`config.mk`:
```
export PLATFORM = sky130hd
export DESIGN_NAME = vga_pixel_compositor_flat
export DESIGN_NICKNAME = d
export VERILOG_FILES = /design/src/rtl/vga_pixel_compositor_if.sv /design/src/rtl/vga_pixel_compositor.sv /design/src/flat_wrapper.sv
export SDC_FILE = /design/constraint.sdc
export NUM_CORES = 1
export LEC_CHECK = 0
export CAP_MARGIN = 20
export CORE_MARGIN = 4
export CORE_UTILIZATION = 40
export CTS_BUF_LIST = sky130_fd_sc_hd__clkbuf_2
export CTS_CLUSTER_DIAMETER = 200
export CTS_CLUSTER_SIZE = 12
export DETAILED_ROUTE_END_ITERATION = 7
export PLACE_DENSITY = 0.66
export SLEW_MARGIN = 10
export SYNTH_ARGS = -nofsm -noshare
export SYNTH_HDL_FRONTEND = slang
export SYNTH_SLANG_ARGS = --single-unit
```
`constraint.sdc`:
```
create_clock -name clk_pixel -period 4.6 [get_ports clk_pixel]
set_input_delay 0.46 -clock clk_pixel [delete_from_list [all_inputs] [get_ports clk_pixel]]
set_output_delay 0.46 -clock clk_pixel [all_outputs]
set_load 0.01 [all_outputs]
```
`src/rtl/vga_pixel_compositor_if.sv`:
```
// Pixel-path bundle between timing controller, framebuffer, console overlay and compositor.
interface vga_pixel_compositor_if #(
  parameter int COLOR_BITS = 6,
  parameter int IMG_W_BITS = 8,
  parameter int IMG_H_BITS = 8
);
  localparam int CW = 3 * COLOR_BITS;
  localparam int AW = IMG_W_BITS + IMG_H_BITS;

  logic [11:0]   x_in;
  logic [11:0]   y_in;
  logic          active_in;
  logic          hsync_in;
  logic          vsync_in;
  logic [1:0]    cfg_scale;
  logic [11:0]   cfg_x_off;
  logic [11:0]   cfg_y_off;
  logic [1:0]    cfg_mode;
  logic [CW-1:0] cfg_fg;
  logic [CW-1:0] cfg_border;
  logic          ovl_bit;
  logic [AW-1:0] mem_addr;
  logic          mem_rd_en;
  logic [CW-1:0] mem_data;
  logic [CW-1:0] rgb_out;
  logic          hsync_out;
  logic          vsync_out;
  logic          active_out;
  logic [15:0]   frame_count;

  modport master (
    output x_in, y_in, active_in, hsync_in, vsync_in,
    output cfg_scale, cfg_x_off, cfg_y_off, cfg_mode, cfg_fg, cfg_border,
    output ovl_bit, mem_data,
    input  mem_addr, mem_rd_en, rgb_out, hsync_out, vsync_out, active_out, frame_count
  );

  modport slave (
    input  x_in, y_in, active_in, hsync_in, vsync_in,
    input  cfg_scale, cfg_x_off, cfg_y_off, cfg_mode, cfg_fg, cfg_border,
    input  ovl_bit, mem_data,
    output mem_addr, mem_rd_en, rgb_out, hsync_out, vsync_out, active_out, frame_count
  );
endinterface

```
`src/rtl/vga_pixel_compositor.sv`:
```
// Scaled/offset framebuffer fetch, console overlay and test bars; rgb and syncs emerge MEM_LATENCY+2 clocks
// after the coordinate, one pixel per clock. Config is shadowed at the VSYNC assert edge.
module vga_pixel_compositor #(
  parameter int COLOR_BITS  = 6,
  parameter int IMG_W_BITS  = 8,
  parameter int IMG_H_BITS  = 8,
  parameter int MEM_LATENCY = 1,
  parameter int OVL_LATENCY = 1,
  parameter int VSYNC_POL   = 0,
  parameter int BAR_SHIFT   = 7
) (
  input logic                    clk_pixel,
  input logic                    reset,
  vga_pixel_compositor_if.slave  bus
);
  localparam int   CW      = 3 * COLOR_BITS;
  localparam int   AW      = IMG_W_BITS + IMG_H_BITS;
  localparam int   LAT     = MEM_LATENCY + 2;
  localparam int   OVL_DLY = MEM_LATENCY + 1 - OVL_LATENCY;
  localparam logic VS_ACT  = 1'(VSYNC_POL);

  logic [1:0]    r_scale, r_mode;
  logic [11:0]   r_x_off, r_y_off;
  logic [CW-1:0] r_fg, r_border;
  logic          r_vs_prev;
  logic [15:0]   r_frame_cnt;
  logic          w_vs_edge;

  // Previous-vsync reset value is the active level so an in-progress vsync is not seen as a new edge.
  assign w_vs_edge = (bus.vsync_in == VS_ACT) && (r_vs_prev != VS_ACT);

  always_ff @(posedge clk_pixel or posedge reset) begin
    if (reset) begin
      r_scale     <= 2'd2;
      r_mode      <= 2'd0;
      r_x_off     <= '0;
      r_y_off     <= '0;
      r_fg        <= '1;
      r_border    <= '0;
      r_vs_prev   <= VS_ACT;
      r_frame_cnt <= '0;
    end else begin
      r_vs_prev <= bus.vsync_in;
      if (w_vs_edge) begin
        r_scale     <= bus.cfg_scale;
        r_mode      <= bus.cfg_mode;
        r_x_off     <= bus.cfg_x_off;
        r_y_off     <= bus.cfg_y_off;
        r_fg        <= bus.cfg_fg;
        r_border    <= bus.cfg_border;
        r_frame_cnt <= r_frame_cnt + 16'd1;
      end
    end
  end

  logic [12:0] w_dx, w_dy, w_img_x, w_img_y;
  logic        w_inside, w_rd_en;

  // Bit 12 of the difference is the sign; shifted values are only meaningful when it is clear.
  assign w_dx     = {1'b0, bus.x_in} - {1'b0, r_x_off};
  assign w_dy     = {1'b0, bus.y_in} - {1'b0, r_y_off};
  assign w_img_x  = w_dx >> r_scale;
  assign w_img_y  = w_dy >> r_scale;
  assign w_inside = bus.active_in && !w_dx[12] && !w_dy[12] &&
                    ((w_img_x >> IMG_W_BITS) == 13'd0) && ((w_img_y >> IMG_H_BITS) == 13'd0);
  assign w_rd_en  = w_inside && (r_mode != 2'd3);

  logic          r_rd_en;
  logic [AW-1:0] r_addr;
  logic          r_ins [MEM_LATENCY+1];
  logic [2:0]    r_bar [MEM_LATENCY+1];
  logic [LAT-1:0] r_hs_dly, r_vs_dly, r_act_dly;

  always_ff @(posedge clk_pixel or posedge reset) begin
    if (reset) begin
      r_rd_en   <= 1'b0;
      r_addr    <= '0;
      r_hs_dly  <= '0;
      r_vs_dly  <= '0;
      r_act_dly <= '0;
      for (int i = 0; i <= MEM_LATENCY; i++) begin
        r_ins[i] <= 1'b0;
        r_bar[i] <= '0;
      end
    end else begin
      r_rd_en <= w_rd_en;
      if (w_rd_en) r_addr <= {w_img_y[IMG_H_BITS-1:0], w_img_x[IMG_W_BITS-1:0]};
      r_ins[0] <= w_inside;
      r_bar[0] <= bus.x_in[BAR_SHIFT+2:BAR_SHIFT];
      for (int i = 1; i <= MEM_LATENCY; i++) begin
        r_ins[i] <= r_ins[i-1];
        r_bar[i] <= r_bar[i-1];
      end
      r_hs_dly  <= {r_hs_dly[LAT-2:0], bus.hsync_in};
      r_vs_dly  <= {r_vs_dly[LAT-2:0], bus.vsync_in};
      r_act_dly <= {r_act_dly[LAT-2:0], bus.active_in};
    end
  end

  logic w_ovl;

  generate
    if (OVL_DLY == 0) begin : g_ovl_direct
      assign w_ovl = bus.ovl_bit;
    end else begin : g_ovl_pipe
      logic r_ovl_dly [OVL_DLY];
      always_ff @(posedge clk_pixel or posedge reset) begin
        if (reset) begin
          for (int i = 0; i < OVL_DLY; i++) r_ovl_dly[i] <= 1'b0;
        end else begin
          r_ovl_dly[0] <= bus.ovl_bit;
          for (int i = 1; i < OVL_DLY; i++) r_ovl_dly[i] <= r_ovl_dly[i-1];
        end
      end
      assign w_ovl = r_ovl_dly[OVL_DLY-1];
    end
  endgenerate

  logic          w_act_f, w_ins_f;
  logic [2:0]    w_bar_f;
  logic [CW-1:0] w_bar_rgb, w_pix, r_rgb;

  // Stage metadata is tapped where it lines up with mem_data, one clock before the output register.
  assign w_act_f   = r_act_dly[MEM_LATENCY];
  assign w_ins_f   = r_ins[MEM_LATENCY];
  assign w_bar_f   = r_bar[MEM_LATENCY];
  assign w_bar_rgb = {{COLOR_BITS{w_bar_f[2]}}, {COLOR_BITS{w_bar_f[1]}}, {COLOR_BITS{w_bar_f[0]}}};

  always_comb begin
    w_pix = '0;
    if (!w_act_f) begin
      w_pix = '0;
    end else if (r_mode == 2'd3) begin
      w_pix = w_bar_rgb;
    end else if (!w_ins_f) begin
      w_pix = r_border;
    end else begin
      case (r_mode)
        2'd0:    w_pix = w_ovl ? r_fg : bus.mem_data;
        2'd2:    w_pix = w_ovl ? ~bus.mem_data : bus.mem_data;
        default: w_pix = bus.mem_data;
      endcase
    end
  end

  always_ff @(posedge clk_pixel or posedge reset) begin
    if (reset) r_rgb <= '0;
    else       r_rgb <= w_pix;
  end

  assign bus.mem_addr    = r_addr;
  assign bus.mem_rd_en   = r_rd_en;
  assign bus.rgb_out     = r_rgb;
  assign bus.hsync_out   = r_hs_dly[LAT-1];
  assign bus.vsync_out   = r_vs_dly[LAT-1];
  assign bus.active_out  = r_act_dly[LAT-1];
  assign bus.frame_count = r_frame_cnt;
endmodule

```
`src/flat_wrapper.sv`:
```
// flat-port wrapper written by rule: the top's interface ports become plain ports
module vga_pixel_compositor_flat 
#(
  parameter int COLOR_BITS  = 6,
  parameter int IMG_W_BITS  = 8,
  parameter int IMG_H_BITS  = 8,
  parameter int MEM_LATENCY = 1,
  parameter int OVL_LATENCY = 1,
  parameter int VSYNC_POL   = 0,
  parameter int BAR_SHIFT   = 7
)
  (clk_pixel, reset, bus_x_in, bus_y_in, bus_active_in, bus_hsync_in, bus_vsync_in, bus_cfg_scale, bus_cfg_x_off, bus_cfg_y_off, bus_cfg_mode, bus_cfg_fg, bus_cfg_border, bus_ovl_bit, bus_mem_data, bus_mem_addr, bus_mem_rd_en, bus_rgb_out, bus_hsync_out, bus_vsync_out, bus_active_out, bus_frame_count);
  vga_pixel_compositor_if #(.COLOR_BITS(COLOR_BITS), .IMG_W_BITS(IMG_W_BITS), .IMG_H_BITS(IMG_H_BITS)) bus_i ();
  input logic clk_pixel;
  input logic reset;
  input wire logic [$bits(bus_i.x_in)-1:0] bus_x_in;
  input wire logic [$bits(bus_i.y_in)-1:0] bus_y_in;
  input wire logic [$bits(bus_i.active_in)-1:0] bus_active_in;
  input wire logic [$bits(bus_i.hsync_in)-1:0] bus_hsync_in;
  input wire logic [$bits(bus_i.vsync_in)-1:0] bus_vsync_in;
  input wire logic [$bits(bus_i.cfg_scale)-1:0] bus_cfg_scale;
  input wire logic [$bits(bus_i.cfg_x_off)-1:0] bus_cfg_x_off;
  input wire logic [$bits(bus_i.cfg_y_off)-1:0] bus_cfg_y_off;
  input wire logic [$bits(bus_i.cfg_mode)-1:0] bus_cfg_mode;
  input wire logic [$bits(bus_i.cfg_fg)-1:0] bus_cfg_fg;
  input wire logic [$bits(bus_i.cfg_border)-1:0] bus_cfg_border;
  input wire logic [$bits(bus_i.ovl_bit)-1:0] bus_ovl_bit;
  input wire logic [$bits(bus_i.mem_data)-1:0] bus_mem_data;
  output wire logic [$bits(bus_i.mem_addr)-1:0] bus_mem_addr;
  output wire logic [$bits(bus_i.mem_rd_en)-1:0] bus_mem_rd_en;
  output wire logic [$bits(bus_i.rgb_out)-1:0] bus_rgb_out;
  output wire logic [$bits(bus_i.hsync_out)-1:0] bus_hsync_out;
  output wire logic [$bits(bus_i.vsync_out)-1:0] bus_vsync_out;
  output wire logic [$bits(bus_i.active_out)-1:0] bus_active_out;
  output wire logic [$bits(bus_i.frame_count)-1:0] bus_frame_count;
  assign bus_i.x_in = bus_x_in;
  assign bus_i.y_in = bus_y_in;
  assign bus_i.active_in = bus_active_in;
  assign bus_i.hsync_in = bus_hsync_in;
  assign bus_i.vsync_in = bus_vsync_in;
  assign bus_i.cfg_scale = bus_cfg_scale;
  assign bus_i.cfg_x_off = bus_cfg_x_off;
  assign bus_i.cfg_y_off = bus_cfg_y_off;
  assign bus_i.cfg_mode = bus_cfg_mode;
  assign bus_i.cfg_fg = bus_cfg_fg;
  assign bus_i.cfg_border = bus_cfg_border;
  assign bus_i.ovl_bit = bus_ovl_bit;
  assign bus_i.mem_data = bus_mem_data;
  assign bus_mem_addr = bus_i.mem_addr;
  assign bus_mem_rd_en = bus_i.mem_rd_en;
  assign bus_rgb_out = bus_i.rgb_out;
  assign bus_hsync_out = bus_i.hsync_out;
  assign bus_vsync_out = bus_i.vsync_out;
  assign bus_active_out = bus_i.active_out;
  assign bus_frame_count = bus_i.frame_count;
  vga_pixel_compositor #(.COLOR_BITS(COLOR_BITS), .IMG_W_BITS(IMG_W_BITS), .IMG_H_BITS(IMG_H_BITS), .MEM_LATENCY(MEM_LATENCY), .OVL_LATENCY(OVL_LATENCY), .VSYNC_POL(VSYNC_POL), .BAR_SHIFT(BAR_SHIFT)) u_core (.clk_pixel(clk_pixel), .reset(reset), .bus(bus_i));
endmodule
```
==> metrics.yaml <==
max_stage_delay_ps: 420
worstHoldStart: "bus_ovl_bit"
required_ps: 5180
path_class: "reg -> reg"
antenna_found_initial: 0
initial_core_util_pct: 40.81
worst-r2r-setup-slack_ps: 1300
fin_cells: 1069
hp-class: "in -> reg"
die_x_um: 140.6
synth_ff_type: "dfrtp_1"
r2r_end: "u_core.bus.mem_addr[1]"
synth_warnings: 0
synthSimpleGateAreaFrac_pct: 10.53
avgSynthCellArea_um2: 10.51
drt_iter0_markers: 241
power_density_nw_per_um2: 354.5
leakagePower_nw: 4.001
synthesis.area_um2: 7034
relSlewSlack_pct: 34.07
area_delta_synth_final_pct: 29.72
p_total_mw: 3.235
cap_violations: 0
synth_edf_count: 0
fmax_ghz: 0.3034
r2r-start: "u_core.r_x_off[0]"
crit_path_start_kind: "flip-flop"
ys_async_sr_fraction_pct: 100.0
num-fill-cells: 1518
vdd_drop_max_mv: 0.1430
design.portCount: 166
critPathCaptureType: "flip-flop"
synth_area_leaders: "dfrtp_1 41%, mux2_2 8.0%, dfstp_2 7.1%"
gp_congestion: 0.9515
synth_nets: 808
track_usage_pct: 17.30
seqCellArea_um2: 3352
finalSetupTns_ps: 0
synth-xor-area-share_pct: 3.735
synth_top_family_by_area: "multiplexers"
core_area_um2: 17240
cts_made_buffers: 17
worst_pin_slew_ps: 978.7
min_period_ps: 3296
yosysUniqueCellTypes: 55
grt_start_max_net_pins: 111
vias: 5381
routedWlPerCell_um: 15.52
hold_path_depth: 1
ctsHtreeMaxLevel: 4
cp_slowest_cell: "dfrtp_1"
synth_top_area_share_pct: 40.55
status: "finished, final reports clean"
n_antenna_cell: 0
first_pass_iters: 6
synth_cells: 669
portBuffers: 165
nets: 970
yosys.area_share.adder_pct: 5.016
synth.area.mux_share_pct: 15.05
critPathArrivalTime_ps: 3880
fin_util_pct: 52.94
finClkSkew_ps: 34.49
finalCritPeriodShare_pct: 71.66
dieArea_um2: 19770
cp_cell_sequence: "ha_1 -> fa_1 -> nand2b_1 -> a211oi_2 -> o21bai_1 -> a311oi_2 -> a21oi_1 -> nor3_2 -> nand4_4 -> mux2_4"
fp.dieH_um: 140.6
drt-total-wl_um: 16600
crit_buf_inv: 0
rows: 48
clkLatencyLatePin_ps: 700
clkTransAtPathRegs_ps: 180
cp_top_family: "compound AO/OA/AOI/OAI gates"
setup-violations-final: 0
placed_cells: 1034
synth-seq-cells: 133
clock_tree.root_cell: "clkbuf_2"
crit_fanout: 17
rsz0062_at_grt: "false"
grt_first_pass_wirelength_um: 27770
hold_violations: 0
grt_pass1_vias: 5519
synth_largest_area_cell: "dfrtp_1"
drc: 0
via_per_inst: 5.034
worstHoldEndpoint: "u_core.g_ovl_pipe.r_ovl_dly"
drive_above_1_share_pct: 15.17
seq_area_frac_synth_pct: 47.65
worst_slack_ps: 1304
cts.sinks: 133
cts_tree: "built"
synth-compound-area-share_pct: 13.59
place_hpwl_um: 12060
final_antenna_net_count: 0
worstRegToRegCells: 10
maxSlewViolCount: 0
clockBufferDepth: 2
multi_input_area_um2: 3378
preCtsSetupSlack_ps: 705.9
grt_overflow_total: 0
[registers in the layout (all words and copies together) (netlist names), 12 cells and up]
register	flops
u_core.r_border	18
u_core.r_fg	18
u_core.bus.frame_count	16
u_core.r_x_off	12
u_core.r_y_off	12
u_core.bus.mem_addr	16
u_core.bus.rgb_out	18
[cell type report]
class | count | area share, %
multi-input cells | 457 | 37.02
flip-flops and latches | 133 | 36.73
repair buffers | 174 | 19.17
well taps | 225 | 3.085
inverters | 48 | 2.029
clock buffers | 18 | 0.9872
clock inverters | 14 | 0.9735
[metrics by stage]
stage / instance area [um2] / hold slack [ps]
global route: 9125 / 68.47
CTS: 9072 / 100.3
floorplan: 7034 / 331.2
detailed placement: 8894 / 334.7
finish: 9125 / 190.0
global placement: 8894 / 333.3
[metal layers]
layer | GRT usage [%] | vias to the layer above | share of wire [%] | routed length (um)
met5 | 0 | - | 0 | 0
met4 | 4.182 | 0 | 0.79 | 131
met3 | 4.613 | 10 | 5.9 | 985
met2 | 28.81 | 141 | 48 | 7943
met1 | 22.63 | 2571 | 45 | 7534
li1 | - | 2659 | - | -
[cells in the mapped netlist, types with 3 or more instances]
| cell type | instances |
|---|---|
| a211oi_1 | 5 |
| a21boi_0 | 3 |
| a21o_1 | 6 |
| a21oi_1 | 47 |
| a31oi_1 | 3 |
| and3_1 | 5 |
| clkbuf_1 | 27 |
| dfrtp_1 | 114 |
| dfstp_2 | 19 |
| ha_1 | 25 |
| inv_1 | 47 |
| mux2_2 | 50 |
| mux2_4 | 6 |
| mux2i_1 | 36 |
| nand2_1 | 58 |
| nand2b_1 | 13 |
| nand3_1 | 13 |
| nand4_1 | 4 |
| nor2_1 | 29 |
| nor2b_1 | 5 |
| nor3_1 | 5 |
| nor3b_1 | 8 |
| o211ai_1 | 15 |
| o21a_1 | 3 |
| o21ai_0 | 54 |
| o21bai_1 | 3 |
| xnor2_1 | 16 |
| xor2_1 | 14 |
[kinds of logic (layout without fill, tap and decap cells)]
kind of cell / count (synthesis) / in the layout
compound gates: 155 / 155
simple gates: 151 / 151
flops: 133 / 133
mux: 94 / 94
buf+inv: 79 / 254
xor+xnor: 30 / 30
fa+ha+maj: 27 / 27
[cell usage in the layout (no fill, tap or decap), drive strengths merged, types with 6 or more instances in the layout]
cell type,netlist,layout
o211ai,16,16
xor2,14,14
dfstp,19,19
clkinv,1,10
mux2,56,56
ha,25,25
dfrtp,114,114
a211oi,6,6
inv,47,48
clkdlybuf4s50,0,165
nand3,13,13
buf,4,8
nand2b,13,13
nor2,29,29
clkbuf,27,18
a21oi,47,47
nor3,6,6
nand2,58,58
xnor2,16,16
o21ai,56,56
a21o,6,6
mux2i,36,36
nor3b,8,8
[worst max path at each step]
stage / end / slack, ps / startpoint / cells past startpoint
finish: u_core.bus.mem_addr[1] / 1300 / u_core.r_x_off[0] / 10
global route: u_core.bus.mem_addr[11] / 1020 / u_core.r_x_off[0] / 10
CTS: u_core.bus.mem_addr[1] / 1280 / u_core.r_x_off[0] / 10
detailed placement: u_core.bus.mem_addr[2] / 710 / bus_x_in[0] / 12
global placement: u_core.bus.mem_addr[3] / 750 / bus_x_in[0] / 12
floorplan: u_core.bus.frame_count[0] / 620 / reset / 1
[power breakdown]
| group | switching (mW) | internal [mW] | total [mW] | leakage (nW) |
|---|---|---|---|---|
| Clock | 0.441 | 0.136 | 0.576 | 0.111 |
| Combinational | 0.535 | 0.625 | 1.16 | 2.28 |
| Sequential | 0.130 | 1.37 | 1.50 | 1.61 |
| Total | 1.11 | 2.13 | 3.24 | 4.00 |
[repair_timing]
item / CTS / global route
setup buffers: 0 / 0
hold endpoints to repair: 0 / 16
hold buffers: 0 / 1
gates resized for setup: 0 / 0
Power figures use the tool's default switching activity.
